<file path="config.mk">
export PLATFORM = sky130hd
export DESIGN_NAME = axi_reg_arbiter_flat
export DESIGN_NICKNAME = d
export VERILOG_FILES = /design/src/rtl/axi_reg_arbiter_pkg.sv /design/src/rtl/axi_reg_arbiter_if.sv /design/src/rtl/axi_reg_arbiter_timeout_cnt.sv /design/src/rtl/axi_reg_arbiter.sv /design/src/flat_wrapper.sv
export SDC_FILE = /design/constraint.sdc
export NUM_CORES = 1
export LEC_CHECK = 0
export ABC_AREA = 1
export CAP_MARGIN = 30
export CORE_AREA = 2 2 110 112
export DETAILED_ROUTE_END_ITERATION = 8
export DIE_AREA = 0 0 112 114
export DONT_BUFFER_PORTS = 1
export GPL_ROUTABILITY_DRIVEN = 0
export HOLD_SLACK_MARGIN = 0.1
export SYNTH_ARGS = -nofsm -noshare
export SYNTH_HDL_FRONTEND = slang
export SYNTH_SLANG_ARGS = --single-unit
</file>
<file path="constraint.sdc">
create_clock -name iCLK -period 2.1 [get_ports iCLK]
set_input_delay 0.315 -clock iCLK [delete_from_list [all_inputs] [get_ports iCLK]]
set_output_delay 0.315 -clock iCLK [all_outputs]
set_load 0.02 [all_outputs]
</file>
<file path="src/rtl/axi_reg_arbiter_pkg.sv">
// Shared types for the write/read register-port arbiter: FSM states, granted side, stats width.
package axi_reg_arb_pkg;

  typedef enum logic [1:0] {
    IDLE,
    STB,
    WAIT,
    ACK
  } state_e;

  typedef enum logic {
    SIDE_WR,
    SIDE_RD
  } side_e;

  localparam int STATS_W = 16;

endpackage

</file>
<file path="src/rtl/axi_reg_arbiter_if.sv">
// Bundle of channel front-end and register-block signals around the arbiter.
// The slave modport is the arbiter's view; master is the surrounding environment.
interface axi_reg_arbiter_if #(
  parameter int ADDR_W = 8,
  parameter int DATA_W = 32
);

  logic              iWREQ;
  logic [ADDR_W-1:0] iWADR;
  logic [DATA_W-1:0] iWDAT;
  logic              oWACK;
  logic              oWERR;
  logic              iRREQ;
  logic [ADDR_W-1:0] iRADR;
  logic              oRACK;
  logic [DATA_W-1:0] oRDAT;
  logic              oRERR;
  logic [ADDR_W-1:0] oPADR;
  logic [DATA_W-1:0] oPWDAT;
  logic              oPWRTE;
  logic              oPRDEN;
  logic [DATA_W-1:0] iPRDAT;
  logic              iPRDY;
  logic              iPERR;

  modport slave (
    input  iWREQ, iWADR, iWDAT, iRREQ, iRADR, iPRDAT, iPRDY, iPERR,
    output oWACK, oWERR, oRACK, oRDAT, oRERR, oPADR, oPWDAT, oPWRTE, oPRDEN
  );

  modport master (
    output iWREQ, iWADR, iWDAT, iRREQ, iRADR, iPRDAT, iPRDY, iPERR,
    input  oWACK, oWERR, oRACK, oRDAT, oRERR, oPADR, oPWDAT, oPWRTE, oPRDEN
  );

endinterface

</file>
<file path="src/rtl/axi_reg_arbiter_timeout_cnt.sv">
// Wait timer for one register access; expired flags the last allowed cycle without a ready.
module arb_timeout_cnt #(
  parameter int TIMEOUT_CYC = 16
) (
  input  logic iCLK,
  input  logic iRST,
  input  logic clear,
  input  logic enable,
  output logic expired
);

  localparam int CNT_W = $clog2(TIMEOUT_CYC + 1);
  localparam logic [CNT_W-1:0] LAST = CNT_W'(TIMEOUT_CYC - 1);

  logic [CNT_W-1:0] count;

  always_ff @(posedge iCLK) begin
    if (iRST || clear) begin
      count <= '0;
    end else if (enable) begin
      count <= count + CNT_W'(1);
    end
  end

  assign expired = (count == LAST);

endmodule

</file>
<file path="src/rtl/axi_reg_arbiter.sv">
// Round-robin arbiter sharing the register-block port between the AXI write and read channels.
// Optional ARB_STATS_EN adds saturating grant/timeout counters oWCNT, oRCNT, oTOCNT.
module axi_reg_arbiter
  import axi_reg_arb_pkg::*;
#(
  parameter int ADDR_W      = 8,
  parameter int DATA_W      = 32,
  parameter bit WR_FIRST    = 1'b1,
  parameter int TIMEOUT_CYC = 16
) (
  input  logic iCLK,
  input  logic iRST,
  axi_reg_arbiter_if.slave bus
`ifdef ARB_STATS_EN
  ,
  output logic [STATS_W-1:0] oWCNT,
  output logic [STATS_W-1:0] oRCNT,
  output logic [STATS_W-1:0] oTOCNT
`endif
);

  state_e            state;
  state_e            nextState;
  side_e             grantSide;
  side_e             pickSide;
  side_e             lastWinner;
  logic [ADDR_W-1:0] latAdr;
  logic [DATA_W-1:0] latWdat;
  logic [DATA_W-1:0] rdatReg;
  logic              errReg;
  logic              accessActive;
  logic              tmrExpired;
  logic              prdySeen;

  assign accessActive = (state == STB) || (state == WAIT);
  assign prdySeen     = accessActive && bus.iPRDY;

  arb_timeout_cnt #(
    .TIMEOUT_CYC(TIMEOUT_CYC)
  ) uTimer (
    .iCLK   (iCLK),
    .iRST   (iRST),
    .clear  (!accessActive),
    .enable (accessActive && !bus.iPRDY),
    .expired(tmrExpired)
  );

  always_ff @(posedge iCLK) begin
    if (iRST) begin
      state <= IDLE;
    end else begin
      state <= nextState;
    end
  end

  // On a tie the side that lost last time is granted.
  always_comb begin
    nextState = state;
    pickSide  = SIDE_WR;
    case (state)
      IDLE: begin
        if (bus.iWREQ && bus.iRREQ) begin
          pickSide  = (lastWinner == SIDE_WR) ? SIDE_RD : SIDE_WR;
          nextState = STB;
        end else if (bus.iWREQ) begin
          pickSide  = SIDE_WR;
          nextState = STB;
        end else if (bus.iRREQ) begin
          pickSide  = SIDE_RD;
          nextState = STB;
        end
      end
      STB:     nextState = bus.iPRDY ? ACK : WAIT;
      WAIT:    if (bus.iPRDY || tmrExpired) nextState = ACK;
      ACK:     nextState = IDLE;
      default: nextState = IDLE;
    endcase
  end

  // A ready in the final wait cycle wins over the timeout.
  always_ff @(posedge iCLK) begin
    if (iRST) begin
      grantSide  <= SIDE_WR;
      lastWinner <= WR_FIRST ? SIDE_RD : SIDE_WR;
      latAdr     <= '0;
      latWdat    <= '0;
      rdatReg    <= '0;
      errReg     <= 1'b0;
    end else begin
      if (state == IDLE && nextState == STB) begin
        grantSide <= pickSide;
        latAdr    <= (pickSide == SIDE_WR) ? bus.iWADR : bus.iRADR;
        latWdat   <= (pickSide == SIDE_WR) ? bus.iWDAT : '0;
      end
      if (prdySeen) begin
        errReg <= bus.iPERR;
        if (grantSide == SIDE_RD) rdatReg <= bus.iPRDAT;
      end else if (state == WAIT && tmrExpired) begin
        errReg <= 1'b1;
      end
      if (state == ACK) lastWinner <= grantSide;
    end
  end

  assign bus.oPADR  = accessActive ? latAdr : '0;
  assign bus.oPWDAT = accessActive ? latWdat : '0;
  assign bus.oPWRTE = (state == STB) && (grantSide == SIDE_WR);
  assign bus.oPRDEN = (state == STB) && (grantSide == SIDE_RD);
  assign bus.oWACK  = (state == ACK) && (grantSide == SIDE_WR);
  assign bus.oWERR  = bus.oWACK && errReg;
  assign bus.oRACK  = (state == ACK) && (grantSide == SIDE_RD);
  assign bus.oRERR  = bus.oRACK && errReg;
  assign bus.oRDAT  = rdatReg;

`ifdef ARB_STATS_EN
  logic toFlag;

  // Counters saturate instead of wrapping so software sees "at least this many".
  always_ff @(posedge iCLK) begin
    if (iRST) begin
      toFlag <= 1'b0;
      oWCNT  <= '0;
      oRCNT  <= '0;
      oTOCNT <= '0;
    end else begin
      if (prdySeen) begin
        toFlag <= 1'b0;
      end else if (state == WAIT && tmrExpired) begin
        toFlag <= 1'b1;
      end
      if (state == ACK) begin
        if (grantSide == SIDE_WR && oWCNT != '1) oWCNT <= oWCNT + STATS_W'(1);
        if (grantSide == SIDE_RD && oRCNT != '1) oRCNT <= oRCNT + STATS_W'(1);
        if (toFlag && oTOCNT != '1) oTOCNT <= oTOCNT + STATS_W'(1);
      end
    end
  end
`endif

endmodule
</file>
<file path="src/flat_wrapper.sv">
// flat-port wrapper written by rule: the top's interface ports become plain ports
module axi_reg_arbiter_flat import axi_reg_arb_pkg::*;
#(
  parameter int ADDR_W      = 8,
  parameter int DATA_W      = 32,
  parameter bit WR_FIRST    = 1'b1,
  parameter int TIMEOUT_CYC = 16
)
  (iCLK, iRST, bus_iWREQ, bus_iWADR, bus_iWDAT, bus_iRREQ, bus_iRADR, bus_iPRDAT, bus_iPRDY, bus_iPERR, bus_oWACK, bus_oWERR, bus_oRACK, bus_oRDAT, bus_oRERR, bus_oPADR, bus_oPWDAT, bus_oPWRTE, bus_oPRDEN);
  axi_reg_arbiter_if #(.ADDR_W(ADDR_W), .DATA_W(DATA_W)) bus_i ();
  input  logic iCLK;
  input  logic iRST;
  input wire logic [$bits(bus_i.iWREQ)-1:0] bus_iWREQ;
  input wire logic [$bits(bus_i.iWADR)-1:0] bus_iWADR;
  input wire logic [$bits(bus_i.iWDAT)-1:0] bus_iWDAT;
  input wire logic [$bits(bus_i.iRREQ)-1:0] bus_iRREQ;
  input wire logic [$bits(bus_i.iRADR)-1:0] bus_iRADR;
  input wire logic [$bits(bus_i.iPRDAT)-1:0] bus_iPRDAT;
  input wire logic [$bits(bus_i.iPRDY)-1:0] bus_iPRDY;
  input wire logic [$bits(bus_i.iPERR)-1:0] bus_iPERR;
  output wire logic [$bits(bus_i.oWACK)-1:0] bus_oWACK;
  output wire logic [$bits(bus_i.oWERR)-1:0] bus_oWERR;
  output wire logic [$bits(bus_i.oRACK)-1:0] bus_oRACK;
  output wire logic [$bits(bus_i.oRDAT)-1:0] bus_oRDAT;
  output wire logic [$bits(bus_i.oRERR)-1:0] bus_oRERR;
  output wire logic [$bits(bus_i.oPADR)-1:0] bus_oPADR;
  output wire logic [$bits(bus_i.oPWDAT)-1:0] bus_oPWDAT;
  output wire logic [$bits(bus_i.oPWRTE)-1:0] bus_oPWRTE;
  output wire logic [$bits(bus_i.oPRDEN)-1:0] bus_oPRDEN;
  assign bus_i.iWREQ = bus_iWREQ;
  assign bus_i.iWADR = bus_iWADR;
  assign bus_i.iWDAT = bus_iWDAT;
  assign bus_i.iRREQ = bus_iRREQ;
  assign bus_i.iRADR = bus_iRADR;
  assign bus_i.iPRDAT = bus_iPRDAT;
  assign bus_i.iPRDY = bus_iPRDY;
  assign bus_i.iPERR = bus_iPERR;
  assign bus_oWACK = bus_i.oWACK;
  assign bus_oWERR = bus_i.oWERR;
  assign bus_oRACK = bus_i.oRACK;
  assign bus_oRDAT = bus_i.oRDAT;
  assign bus_oRERR = bus_i.oRERR;
  assign bus_oPADR = bus_i.oPADR;
  assign bus_oPWDAT = bus_i.oPWDAT;
  assign bus_oPWRTE = bus_i.oPWRTE;
  assign bus_oPRDEN = bus_i.oPRDEN;
  axi_reg_arbiter #(.ADDR_W(ADDR_W), .DATA_W(DATA_W), .WR_FIRST(WR_FIRST), .TIMEOUT_CYC(TIMEOUT_CYC)) u_core (.iCLK(iCLK), .iRST(iRST), .bus(bus_i));
endmodule
</file>
==> summary.txt <==
Outcome
  – Outcome: completed

Layout
  – Final net count: 707
  – Filler cells: 1,281
  – Most frequent cells in the layout: nand2_1, inv_1, dfxtp_1
  – Antenna cell count: 0
  – Most common cell after layout, fill and taps aside: nand2_1
  – Area growth syn-to-layout: 9.11%
  – Fin util: 0.373
  – Share of cells above drive strength 1: 0.0581

Global routing
  – All-Layer GR Usage: 0.148
  – Vias in the first global route: 3,232
  – Largest net degree at the start of global routing: 65
  – First-pass GRT wire length: 15.1 mm
  – Initial antenna violation count: 0
  – M3 GR Usage: 0.0632
  – GRT overflow: 0
  – GRT met1 Usage: 0.165
  – Global route hottest layer: met2
  – GR Layer Usage met2: 0.246

Placed design
  – IO buf count: 0
  – Hpwl dp: 6.86 mm
  – Worst slack at placement: 344 ps

CTS
  – Skew-Pair Late Insertion Delay: 330 ps
  – CTS buffer count: 9
  – Root Buffer: clkbuf_16
  – CTS Buffer Depth: 2
  – Clk sinks: 82
  – Worst-path clk slew: 60 ps
  – H-tree depth: 3
  – CTS tree: built

Synth
  – Cells after synthesis: 627
  – Post-synthesis adder-cell area fraction: 0.0188
  – Synth cell types: 21
  – Synthesized area per cell: 6.38 um2
  – XOR/XNOR Fraction of Synth Area: 0.00219
  – Yosys warnings: 0
  – Yosys reg bits: 82
  – Synth Area in Compound Gates: 0.112
  – Mux cell area share after synthesis: 0
  – Post-synthesis simple-gate area fraction: 0.261
  – Largest family of logic cells by synthesized area: simple AND/OR/NAND/NOR gates
  – Netlist Area Pre-Place: 4000 um2
  – Sequential area share after synthesis: 0.411
  – Synthesized net count: 719

Die
  – Die ar.: 12,800 um2
  – Die Wd: 112 um
  – Height of the die: 114 um
  – Number of cell rows: 40
  – Initial core utilization: 0.341
  – Core Area: 11,700 um2
  – IO Pins: 164

Worst setup path
  – Critical path class: reg2out
  – Buf/Inv on CP: 3
  – Worst setup SP type: register
  – Crit end category: output pin
  – CP most frequent cell: inv_1
  – Slowest Stage Delay on Critical Path: 400 ps
  – Crit path max-delay family: buffers and inverters
  – Cell chain of the critical path: inv_1, ha_2, buf_12, nand2_1, inv_1
  – Critical path peak fanout: 27
  – Critical path data arrival time: 1680 ps
  – Crit path required time: 1780 ps
  – Slowest CP cell: ha_2

Pwr
  – Seq pwr share: 0.377
  – Psw: 0.00265 W
  – Clock share of power: 0.228
  – Combinational share of power: 0.395
  – Net Sw Frac: 0.423
  – Static leakage: 2.34 nW
  – Max IR drop VDD: 0.490 mV
  – Power Total: 0.00627 W
  – Cell Pwr Density: 1440 nW/um2
  – Cell-internal power: 0.00361 W

Timing
  – Period minus WS final: 2000 ps
  – Fin worst setup slack: 105 ps
  – Worst-Margin Slew: 617 ps
  – RSZ-0062 raised after global routing: no
  – Max Fclk: 0.501 GHz
  – Final hold violation count: 0
  – Final period utilization: 0.950
  – Final TNS setup: 0 ps
  – Final setup fails: 0
  – Slew margin rel.: 0.586
  – Final slew viol count: 0
  – WHS: 127 ps
  – Skew final: 5.60 ps

Route
  – Initial DRC Count: 169
  – Drt wl/cell: 12.3 um
  – 1st-pass router iterations: 4
  – Vias: 3,437
  – WL final: 9.44 mm
  – Number of remaining DRC errors: 0
  – Via-to-Cell Ratio: 4.48
  – Post-DRT Antenna Nets: 0

Run
  – Maximum Capacitance Violations: 0

Worst hold path
  – Worst hold path type: in2reg
[stage by stage]
stage / cells / cell area (um2)
finish: 767 / 4360
global route: 767 / 4360
CTS: 767 / 4350
detailed placement: 750 / 4070
global placement: 750 / 4070
floorplan: 627 / 4000
[kinds of logic after synthesis]
| logic type | Yosys count |
|---|---|
| AOI/OAI and AO/OA | 89 |
| xor gates and xnor gates | 1 |
| buffers and inverters | 185 |
| DFF | 82 |
| and+or+nand+nor | 264 |
| adders and majority gates | 6 |
[path summary, 6_finish.rpt]
path / startpoint / to / slack [ps] / cells after the start
setup / recovery: u_core.state[0] / bus_oPWDAT[6] / 100 / 5
hold / removal: bus_iWDAT[10] / u_core.latWdat[10] / 130 / 2
setup reg to reg: u_core.state[0] / u_core.bus.oRDAT[11] / 330 / 6
hold reg to reg: u_core.uTimer.count[3] / u_core.uTimer.count[3] / 460 / 1
[power groups by stage]
stage               Sequential, W  Clock (W)  Combinational [W]
global route              0.00242    0.00154            0.00287
global placement          0.00238          0            0.00238
floorplan                 0.00231          0            0.00217
detailed placement        0.00239          0            0.00245
finish                    0.00236    0.00143            0.00247
CTS                       0.00236    0.00149            0.00248
[area by class of cell]
type	count	area, um2	share of cell area
Timing Repair Buffer	11	126	0.0290
Sequential cell	82	1640	0.376
Multi-Input combinational cell	360	1580	0.362
Tap cell	147	184	0.0422
Clock buffer	13	250	0.0574
Inverter	151	567	0.130
Clock inverter	3	15.0	0.00344
[metal layers]
layer  share of wire  routed length (um)
met3           0.095                 901
met2            0.46                4300
met1            0.43                4090
met4           0.016                 147
met5               0                   0
[cells in the mapped netlist]
cell | instances | area, um2
nand3_4 | 1 | 17.5
nand3_2 | 1 | 10.0
clkbuf_1 | 6 | 22.5
a31oi_1 | 1 | 6.26
inv_1 | 148 | 556
nor3_1 | 1 | 5.00
nor2_1 | 59 | 221
o21ai_1 | 4 | 20.0
nand2_2 | 1 | 6.26
buf_4 | 7 | 52.6
buf_6 | 6 | 67.6
ha_1 | 6 | 75.1
inv_2 | 3 | 11.3
dfxtp_1 | 82 | 1640
nand2_1 | 179 | 672
xor2_1 | 1 | 8.76
a21oi_1 | 50 | 250
o21ai_0 | 34 | 170
buf_2 | 14 | 70.1
clkbuf_2 | 1 | 5.00
nand3_1 | 22 | 110
[timing repair]
action | 4_1_cts | 5_1_grt
hold endpoints to repair | 1 | 0
setup endpoints to repair | 3 | 29
hold buffers | 1 | 0
gates resized for setup | 2 | 6
gates cloned | 0 | 0
setup buffers | 0 | 0
[registers in the layout (all words and copies together), names as in the netlist]
register / count
u_core.latAdr: 8
u_core.latWdat: 32
u_core.lastWinner: 1
u_core.uTimer.count: 5
u_core.state: 2
u_core.grantSide: 1
u_core.bus.oRDAT: 32
u_core.errReg: 1
Power figures use the tool's default switching activity.
